<file path="config.mk">
export PLATFORM = sky130hd
export DESIGN_NAME = ysyx_24090018_ifu
export DESIGN_NICKNAME = d
export VERILOG_FILES = /design/src/rtl/ysyx_24090018_ifu.sv
export SDC_FILE = /design/constraint.sdc
export NUM_CORES = 1
export LEC_CHECK = 0
export CAP_MARGIN = 20
export CORE_UTILIZATION = 40
export CTS_CLUSTER_SIZE = 40
export DETAILED_ROUTE_END_ITERATION = 6
export PLACE_DENSITY = 0.73
export SYNTH_ARGS = -nofsm -noshare
export SYNTH_HDL_FRONTEND = slang
export SYNTH_SLANG_ARGS = --single-unit
</file>
<file path="constraint.sdc">
create_clock -name clk -period 2.7 [get_ports clk]
set_input_delay 0.27 -clock clk [delete_from_list [all_inputs] [get_ports clk]]
set_output_delay 0.27 -clock clk [all_outputs]
set_load 0.005 [all_outputs]
</file>
<file path="src/rtl/ysyx_24090018_ifu.sv">
// Multi-cycle instruction fetch unit: owns the PC, issues one fetch at a time,
// hands the instruction downstream and waits for EXU completion before advancing.
module ysyx_24090018_ifu #(
  parameter int unsigned           DATA_WIDTH = 32,
  parameter logic [DATA_WIDTH-1:0] RESET_PC   = 32'h8000_0000
) (
  input  logic                  clk,
  input  logic                  rst_n,
  output logic                  imem_req_valid_o,
  input  logic                  imem_req_ready_i,
  output logic [DATA_WIDTH-1:0] imem_addr_o,
  input  logic                  imem_rsp_valid_i,
  input  logic [DATA_WIDTH-1:0] imem_rsp_data_i,
  input  logic                  imem_rsp_err_i,
  output logic                  inst_valid_o,
  input  logic                  inst_ready_i,
  output logic [DATA_WIDTH-1:0] inst_o,
  output logic [DATA_WIDTH-1:0] inst_addr_o,
  input  logic                  exu_done_i,
  input  logic                  jump_flag_i,
  input  logic [DATA_WIDTH-1:0] jump_addr_i,
  output logic                  misalign_o,
  output logic                  fetch_err_o
);

  typedef enum logic [2:0] {
    IDLE = 3'd0,
    REQ  = 3'd1,
    WAIT = 3'd2,
    HOLD = 3'd3,
    EXEC = 3'd4,
    ERR  = 3'd5
  } state_t;

  state_t                state_q, state_d;
  logic [DATA_WIDTH-1:0] pc_q;

  // Handshake events, each qualified by the state in which it is meaningful.
  logic rsp_ok, rsp_err, redirect_done;
  assign rsp_ok        = (state_q == WAIT) && imem_rsp_valid_i && !imem_rsp_err_i;
  assign rsp_err       = (state_q == WAIT) && imem_rsp_valid_i &&  imem_rsp_err_i;
  assign redirect_done = (state_q == EXEC) && exu_done_i;

  // NOTE: state-register process uses non-blocking assignments so every flop
  // samples the pre-edge values regardless of statement order.
  always_ff @(posedge clk or negedge rst_n) begin
    if (!rst_n) state_q <= IDLE;
    else        state_q <= state_d;
  end

  always_comb begin
    // NOTE: default assigned first so no path through the case leaves
    // state_d unassigned, which would otherwise infer a latch.
    state_d = state_q;
    unique case (state_q)
      IDLE: state_d = REQ;
      REQ:  if (imem_req_ready_i) state_d = WAIT;
      WAIT: if (imem_rsp_valid_i) state_d = imem_rsp_err_i ? ERR : HOLD;
      HOLD: if (inst_ready_i) state_d = EXEC;
      EXEC: if (exu_done_i) state_d = REQ;
      ERR:  state_d = ERR;
      default: state_d = IDLE;
    endcase
  end

  // NOTE: every register here, including the instruction latch, is reset so
  // the outputs are defined immediately when rst_n falls.
  always_ff @(posedge clk or negedge rst_n) begin
    if (!rst_n) begin
      pc_q        <= RESET_PC;
      inst_o      <= '0;
      inst_addr_o <= '0;
      misalign_o  <= 1'b0;
      fetch_err_o <= 1'b0;
    end else begin
      if (rsp_ok) begin
        inst_o      <= imem_rsp_data_i;
        inst_addr_o <= pc_q;
      end
      if (rsp_err) fetch_err_o <= 1'b1;
      if (redirect_done) begin
        if (jump_flag_i) begin
          pc_q <= {jump_addr_i[DATA_WIDTH-1:2], 2'b00};
          if (jump_addr_i[1:0] != 2'b00) misalign_o <= 1'b1;
        end else begin
          pc_q <= pc_q + DATA_WIDTH'(4);
        end
      end
    end
  end

  // All handshake outputs are pure state decodes: no combinational imem path.
  assign imem_req_valid_o = (state_q == REQ);
  assign imem_addr_o      = pc_q;
  assign inst_valid_o     = (state_q == HOLD);

endmodule

</file>
* After elaboration in Yosys (flattened, before gate mapping) *
Index checks and enable logic that the tools add are counted.

word-level totals
  input port bits = 72
  output and inout port bits = 100
  register bits = 101
  word-level logic and storage cells = 32

operators by class
  reduce and logical (&&, ||, !) cells = 9
  equal/unequal tests = 9
  muxes and demuxes = 7
  $add $sub $neg = 1

operators by type and width
  cell                                                                     count
  32-bit by 3-bit adder with 32-bit output, second input constant          1
  32-bit 2-to-1 mux                                                        1
  3-bit case mux with 6 select lines                                       1
  3-bit 2-to-1 mux                                                         5
  3-bit by 2-bit equality test with 1-bit output, second input constant    2
  3-bit equality test, second input constant                               2
  1-bit logical AND                                                        4
  2-bit by 1-bit inequality test with 1-bit output, second input constant  2
  2-bit inequality test, second input constant                             2
  4-bit AND reduction                                                      1
  3-bit by 1-bit equality test with 1-bit output, second input constant    1
  3-bit zero test                                                          1
  3-bit AND reduction                                                      1
  2-bit nonzero test                                                       1
  1-bit zero test                                                          1

* Depth between registers and ports, before layout *
Gate-level depths: netlist (run 1).

  word-level depth = 3
  depth in mapped cells = 7
  gate-level depth less buffers = 5

* Worst setup path after synthesis (run 1) *
OpenSTA, ideal clock, no wires.

  kind = register to register
  from = register pc_q[8], in the netlist imem_addr_o[8]
  to = register pc_q[20], in the netlist imem_addr_o[20]
  setup slack = 0.749 ns
  path buffers = 1
  required time = 2.548 ns
  clock period less this slack = 1.951 ns
  arrival time = 1.799 ns
  library setup time = 0.152 ns
  cell stages (with the launch flop) = 6
  cell sequence = dfrtp_1 > nand3_1 > clkbuf_1 > or4_2 > o311ai_0 > o311ai_0

on the way
  longest elaborated chain between the ends = 2

RTL lines
  what                                      line  RTL
  from (decl)                               36    logic [DATA_WIDTH-1:0] pc_q;
  from (signal assigned)                    83    pc_q <= {jump_addr_i[DATA_WIDTH-1:2], 2'b00};
  from (signal assigned)                    86    pc_q <= pc_q + DATA_WIDTH'(4);
  32-bit by 3-bit adder with 32-bit output  86
  32-bit 2-to-1 mux                         82    if (jump_flag_i) begin

Every way passes these cells.
A chain may end at the register's enable or synchronous reset.

* Final worst setup path (run 1) *
  from = register pc_q[2], in the netlist imem_addr_o[2]
  to = register pc_q[20], in the netlist imem_addr_o[20]

The elaborated chain is that of the path after synthesis.

==> impl_metrics.ini, run 1 <==
[run_status]
outcome = finished, violations left
violations = negative hold slack

[grt]
grt_max_degree = 56
track_usage = 0.212
antenna_found_initial = 0
overflow = 0
grt_pass1_vias = 4155
grt_pass1_wl_um = 21100

[synthesis]
yosysUniqueCellTypes = 62
synth_top_area_cell = dfrtp_1
synth-seq-cells = 97
synth_edf_count = 0
async_flop_share = 1.00
seq_area_frac_synth = 0.512
ys_top_cells_by_count = dfrtp_1 (96), mux2_2 (57), clkbuf_1 (23), o21ai_0 (23)
synth_area_leaders = dfrtp_1 (51%), mux2_2 (14%), o21ai_0 (2.4%)
ys.flop_type = dfrtp_1
yosys.area.top_type_share = 0.506
avgSynthCellArea_sq_um = 10.9
ys_warn_count = 0
netlist_instances = 435
syn_area_sq_mm = 0.00475
yosysMostFrequentCell = dfrtp_1

[floorplan]
die-area_sq_mm = 0.0123
die_h_um = 111
io_pins = 172
die_w_um = 111
fp.coreArea_sq_mm = 0.0115
initial_core_util = 0.414
rows = 39

[setup_path]
crit_path_end_kind = register
slowest_delay_ps = 630
crit_fanout = 7
crit_path_start_kind = register
crit_type = reg -> reg
cpMaxStageDelayCell = or4_2
ff2ff_setup_slack_ps = 530
required_ps = 2890
cp.arrival_ps = 2360
crit_path_frequent_cell = o311ai_0
crit_chain = ha_1 -> nand2_1 -> or4_2 -> o311ai_0 -> o311ai_0

[clock_network]
cts-resized-gates = 0
numCtsBuffers = 9
cts.sinks = 97
clk_path_buf_depth = 2
cts_root_buf = clkbuf_16
post_cts_buffers = 0
hold_buffers = 0
htree_levels = 3
clk_pin_slew_worst_paths_ps = 70
clock_latency_ps = 340
cts_tree = yes

[place]
io_buffers = 167
placed_area_sq_mm = 0.00655
dp.final_hpwl_um = 9220
routabilityCongestion = 0.835
dp_cells = 724

[power]
ir_drop_mv = 0.487
internal_power_mw = 4.41
power_density_mw_per_mm2 = 916
power.switching_mw = 1.88
power_frac_seq = 0.406
p_comb_frac = 0.377
swShare = 0.299
power.leakage_nw = 2.79
clock_power_share = 0.217

[finish]
final_cells = 739
final_nets = 665
multi_input_area_sq_mm = 0.00215
final_cell_area_sq_mm = 0.00687
area_growth_pct = 44.8
seq_area_sq_mm = 0.00243
diodes = 0
drive_above_1_share = 0.156
nFillCells = 963

[sta]
hold_slack_ps = -25.3
slew_viol_final = 0
fin_crit_sh = 0.805
final-setup-viol-count = 0
worst_pin_slew_ps = 712
timing.final.crit_period_ps = 2170
relSlewSlack = 0.525
max_freq_mhz = 460
setup-tns-final_ps = 0
clock_skew_ps = 6.07
rsz0062_at_grt = no
hold_violations = 26

[worst_hold_path]
hold_class = in -> async

[drt]
wirelength_um = 12600
first_iter_violations = 277
vias = 4112
avgViaCountPerCell = 5.56
wl_per_cell_um = 17.0
antenna_left = 0
drtPass1Iterations = 5
drc = 0

[flow_run]
maxCapViolCount = 0
[path summary, 6_finish.rpt]
path | from | to | cells after the start
worst max-delay path | imem_addr_o[2] | imem_addr_o[20] | 5
worst min-delay path | rst_n | inst_addr_o[22] | 1
worst min register to register | misalign_o | misalign_o | 1
min in group clk | jump_flag_i | imem_addr_o[9] | 3
worst max register to register | imem_addr_o[2] | imem_addr_o[20] | 5
max in group asynchronous | rst_n | inst_addr_o[28] | 2
[cell usage in the layout, fill, tap and decap left out, types with 4 or more instances in the layout]
| cell type | instances |
|---|---|
| o311ai_0 | 4 |
| conb_1 | 4 |
| nor2_1 | 20 |
| clkbuf_16 | 9 |
| a22oi_1 | 6 |
| mux2_1 | 5 |
| buf_4 | 13 |
| nand3_1 | 21 |
| o21ai_0 | 23 |
| dfrtp_1 | 96 |
| mux2_2 | 57 |
| and4_1 | 4 |
| nor3_1 | 16 |
| and3_1 | 8 |
| a31oi_1 | 6 |
| clkdlybuf4s50_1 | 165 |
| nor4_1 | 6 |
| a311oi_1 | 4 |
| or3_1 | 9 |
| nand4_1 | 8 |
| a21oi_1 | 12 |
| inv_1 | 11 |
| nand2_1 | 21 |
| a211o_1 | 5 |
| o211ai_1 | 5 |
[area by class of cell]
class                           count  area share
Clock buffer                        9      0.0328
Clock inverter                      6      0.0133
Multi-Input combinational cell    294       0.313
Inverter                           11     0.00601
Timing Repair Buffer              179       0.255
Sequential cell                    97       0.353
Tap cell                          143      0.0260
[critical path, delay by kind of cell (launching register included)]
kind            cells  cell delay [ps]
compound gates      2              510
simple gates        2              770
fa+ha+maj           1              290
flops               1              450
[per-stage QoR]
step / power (mW) / utilization / worst slack, ps
6_report: 6.29 / 0.599 / 527
5_1_grt: 6.70 / 0.599 / 403
4_1_cts: 6.36 / 0.599 / 525
3_5_place_dp: 4.97 / 0.572 / 543
3_3_place_gp: 4.90 / 0.572 / 644
2_1_floorplan: 3.41 / - / 749
[power groups by stage]
stage / registers (mW) / clock network (mW) / logic, mW
6_report: 2.55 / 1.37 / 2.37
5_1_grt: 2.66 / 1.46 / 2.58
3_3_place_gp: 2.54 / 0 / 2.36
3_5_place_dp: 2.58 / 0 / 2.39
4_1_cts: 2.56 / 1.40 / 2.40
2_1_floorplan: 2.47 / 0 / 0.941
[cell families after synthesis]
family,synth area share
and+or+nand+nor,0.163
DFF,0.512
AOI/OAI and AO/OA,0.128
muxes,0.151
buffers and inverters,0.0424
adders and majority gates,0.00264
other,0.000790
[metal layers]
metal | track usage | up-vias | wire length [um]
li1 | - | 1936 | -
met1 | 0.270 | 2000 | 5380
met2 | 0.343 | 163 | 5990
met3 | 0.0694 | 13 | 1060
met4 | 0.0622 | 0 | 141
met5 | 0 | - | 0
[state kept, by name (all words and copies together) (netlist names)]
| register | cells |
|---|---|
| imem_addr_o | 30 |
| inst_addr_o | 30 |
| misalign_o | 1 |
| fetch_err_o | 1 |
| state_q | 3 |
| inst_o | 32 |
(Power assumes the default switching activity.)
==> run 2: changes to the inputs <==
--- a/config.mk
+++ b/config.mk
@@ -9,7 +9,7 @@
 export CORE_UTILIZATION = 40
 export CTS_CLUSTER_SIZE = 40
 export DETAILED_ROUTE_END_ITERATION = 6
-export PLACE_DENSITY = 0.73
+export PLACE_DENSITY = 0.76
 export SYNTH_ARGS = -nofsm -noshare
 export SYNTH_HDL_FRONTEND = slang
 export SYNTH_SLANG_ARGS = --single-unit
==> constraint.sdc (replaced) <==
create_clock -name clk -period 1.8 [get_ports clk]
set_input_delay 0.18 -clock clk [delete_from_list [all_inputs] [get_ports clk]]
set_output_delay 0.18 -clock clk [all_outputs]
set_load 0.005 [all_outputs]
==> impl_metrics.ini, run 2 (synthesized netlist as in run 1, its figures left out) <==
[run_status]
outcome = finished, final reports clean

[sta]
relSlewSlack = 0.654
rsz0062_at_grt = yes
hold_slack_ps = 344
worst_pin_slew_ps = 520
hold_violations = 0
timing.final.crit_period_ps = 1760
fin_crit_sh = 0.978
slew_viol_final = 0
setup-tns-final_ps = 0
max_freq_mhz = 568
final-setup-viol-count = 0
clock_skew_ps = 6.65

[finish]
layout_commonest_cell = clkdlybuf4s50_1
final_cells = 798
largest_reg_flops = 32
area_growth_pct = 57.9
regMostFlops = inst_o
drive_above_1_share = 0.250
final_nets = 723
layout_common_cells = clkdlybuf4s50_1 (163), dfrtp_1 (89), buf_4 (60), mux2_2 (57), o21ai_0 (23)
diodes = 0

[setup_path]
r2r-end = imem_addr_o[29]
crit_path_start_kind = register
crit_fanout = 5
required_ps = 2090
ff2ff_setup_slack_ps = 40
crit_buf_inv = 0
crit_chain = nand4_4 -> or4_4 -> or4_1 -> nand3_1
reg2reg_depth = 4
cpLargestDelayFamily = simple AND/OR/NAND/NOR gates
crit_type = reg -> reg
crit_path_end_kind = register
cpMaxStageDelayCell = or4_4
cp.arrival_ps = 2050
crit_path_start = imem_addr_o[11]
r2r_start = imem_addr_o[11]
slowest_delay_ps = 590

[clock_network]
cts_root_buf = clkbuf_16
numCtsBuffers = 9
clk_path_buf_depth = 2
cts.sinks = 97
clk_pin_slew_worst_paths_ps = 70
cts_tree = yes
clock_latency_ps = 360
htree_levels = 3

[grt]
antenna_found_initial = 0
track_usage = 0.237
grt_pass1_wl_um = 23100
overflow = 0
grt_pass1_vias = 4645
grt_max_degree = 44

[drt]
drtPass1Iterations = 5
first_iter_violations = 249
wirelength_um = 14500
met1_length_um = 5800
vias = 4485
wl_per_cell_um = 18.2
antenna_left = 0
wl_met3_um = 1230
maxUsedRoutingLayer = met4
wl_met2_um = 7180
avgViaCountPerCell = 5.62
drc = 0

[power]
power_density_mw_per_mm2 = 1340
power.leakage_nw = 3.11
ir_drop_mv = 0.876

[place]
routabilityCongestion = 0.841
io_buffers = 167
dp.final_hpwl_um = 10300
dp_cells = 771

[worst_hold_path]
hold_class = in -> async

[floorplan]
initial_core_util = 0.414
die_w_um = 111
die_h_um = 111
die-area_sq_mm = 0.0123
io_pins = 172
rows = 39
fp.coreArea_sq_mm = 0.0115

[flow_run]
maxCapViolCount = 0
## run 2: cell count changes in the layout (fill, tap and decap cells not counted), moves of 4 or more
cell / before / now
dfrtp_2: 0 / 7
buf_4: 13 / 60
clkbuf_1: 0 / 4
dfrtp_1: 96 / 89
buf_12: 0 / 5
o311ai_0: 4 / 0
## run 2: report_power, final
part	leakage, nW	internal (mW)	switching, mW
clock	0.137	1.12	0.837
sequential	1.18	3.05	0.588
combinational	1.79	2.81	1.65
## run 2: per-stage QoR
stage / power [mW] / cell area (sq um) / setup WS, ps / util
2_1_floorplan: 5.19 / 4820 / -23.9 / -
3_3_place_gp: 7.80 / 7000 / -6.93 / 0.611
3_5_place_dp: 7.97 / 7000 / -92.9 / 0.611
4_1_cts: 10.0 / 7360 / 0.364 / 0.642
5_1_grt: 10.6 / 7490 / -59.7 / 0.653
6_report: 10.0 / 7490 / 40.2 / 0.653
## run 2: area by class of cell
type	instances	area [sq um]
Sequential cell	97	2440
Inverter	11	41.3
Tap cell	143	179
Multi-Input combinational cell	294	2230
Clock buffer	14	254
Timing Repair Buffer	237	2310
Fill cell	895	3980
Clock inverter	2	37.5
## run 2: worst max-delay path by stage
stage	endpoint	slack [ps]	cells past startpoint
finish	imem_addr_o[29]	40	4
global route	imem_addr_o[20]	-60	6
CTS	inst_addr_o[3]	0.4	5
detailed placement	inst_addr_o[20]	-90	4
global placement	imem_addr_o[29]	-7	5
floorplan	imem_addr_o[29]	-20	5
## run 2: layer usage
metal | global-route usage | vias to the layer above
met5 | 0 | -
met2 | 0.398 | 213
met4 | 0.101 | 0
li1 | - | 2051
met3 | 0.0700 | 24
met1 | 0.280 | 2197
## run 2: repair_timing
item | CTS | global route
endpoints found under the hold margin | 35 | 0
pin swaps | 1 | 2
setup endpoints to repair | 39 | 63
cloned | 1 | 2
setup buffers | 4 | 4
resized for setup | 11 | 10
hold buffers | 1 | 0
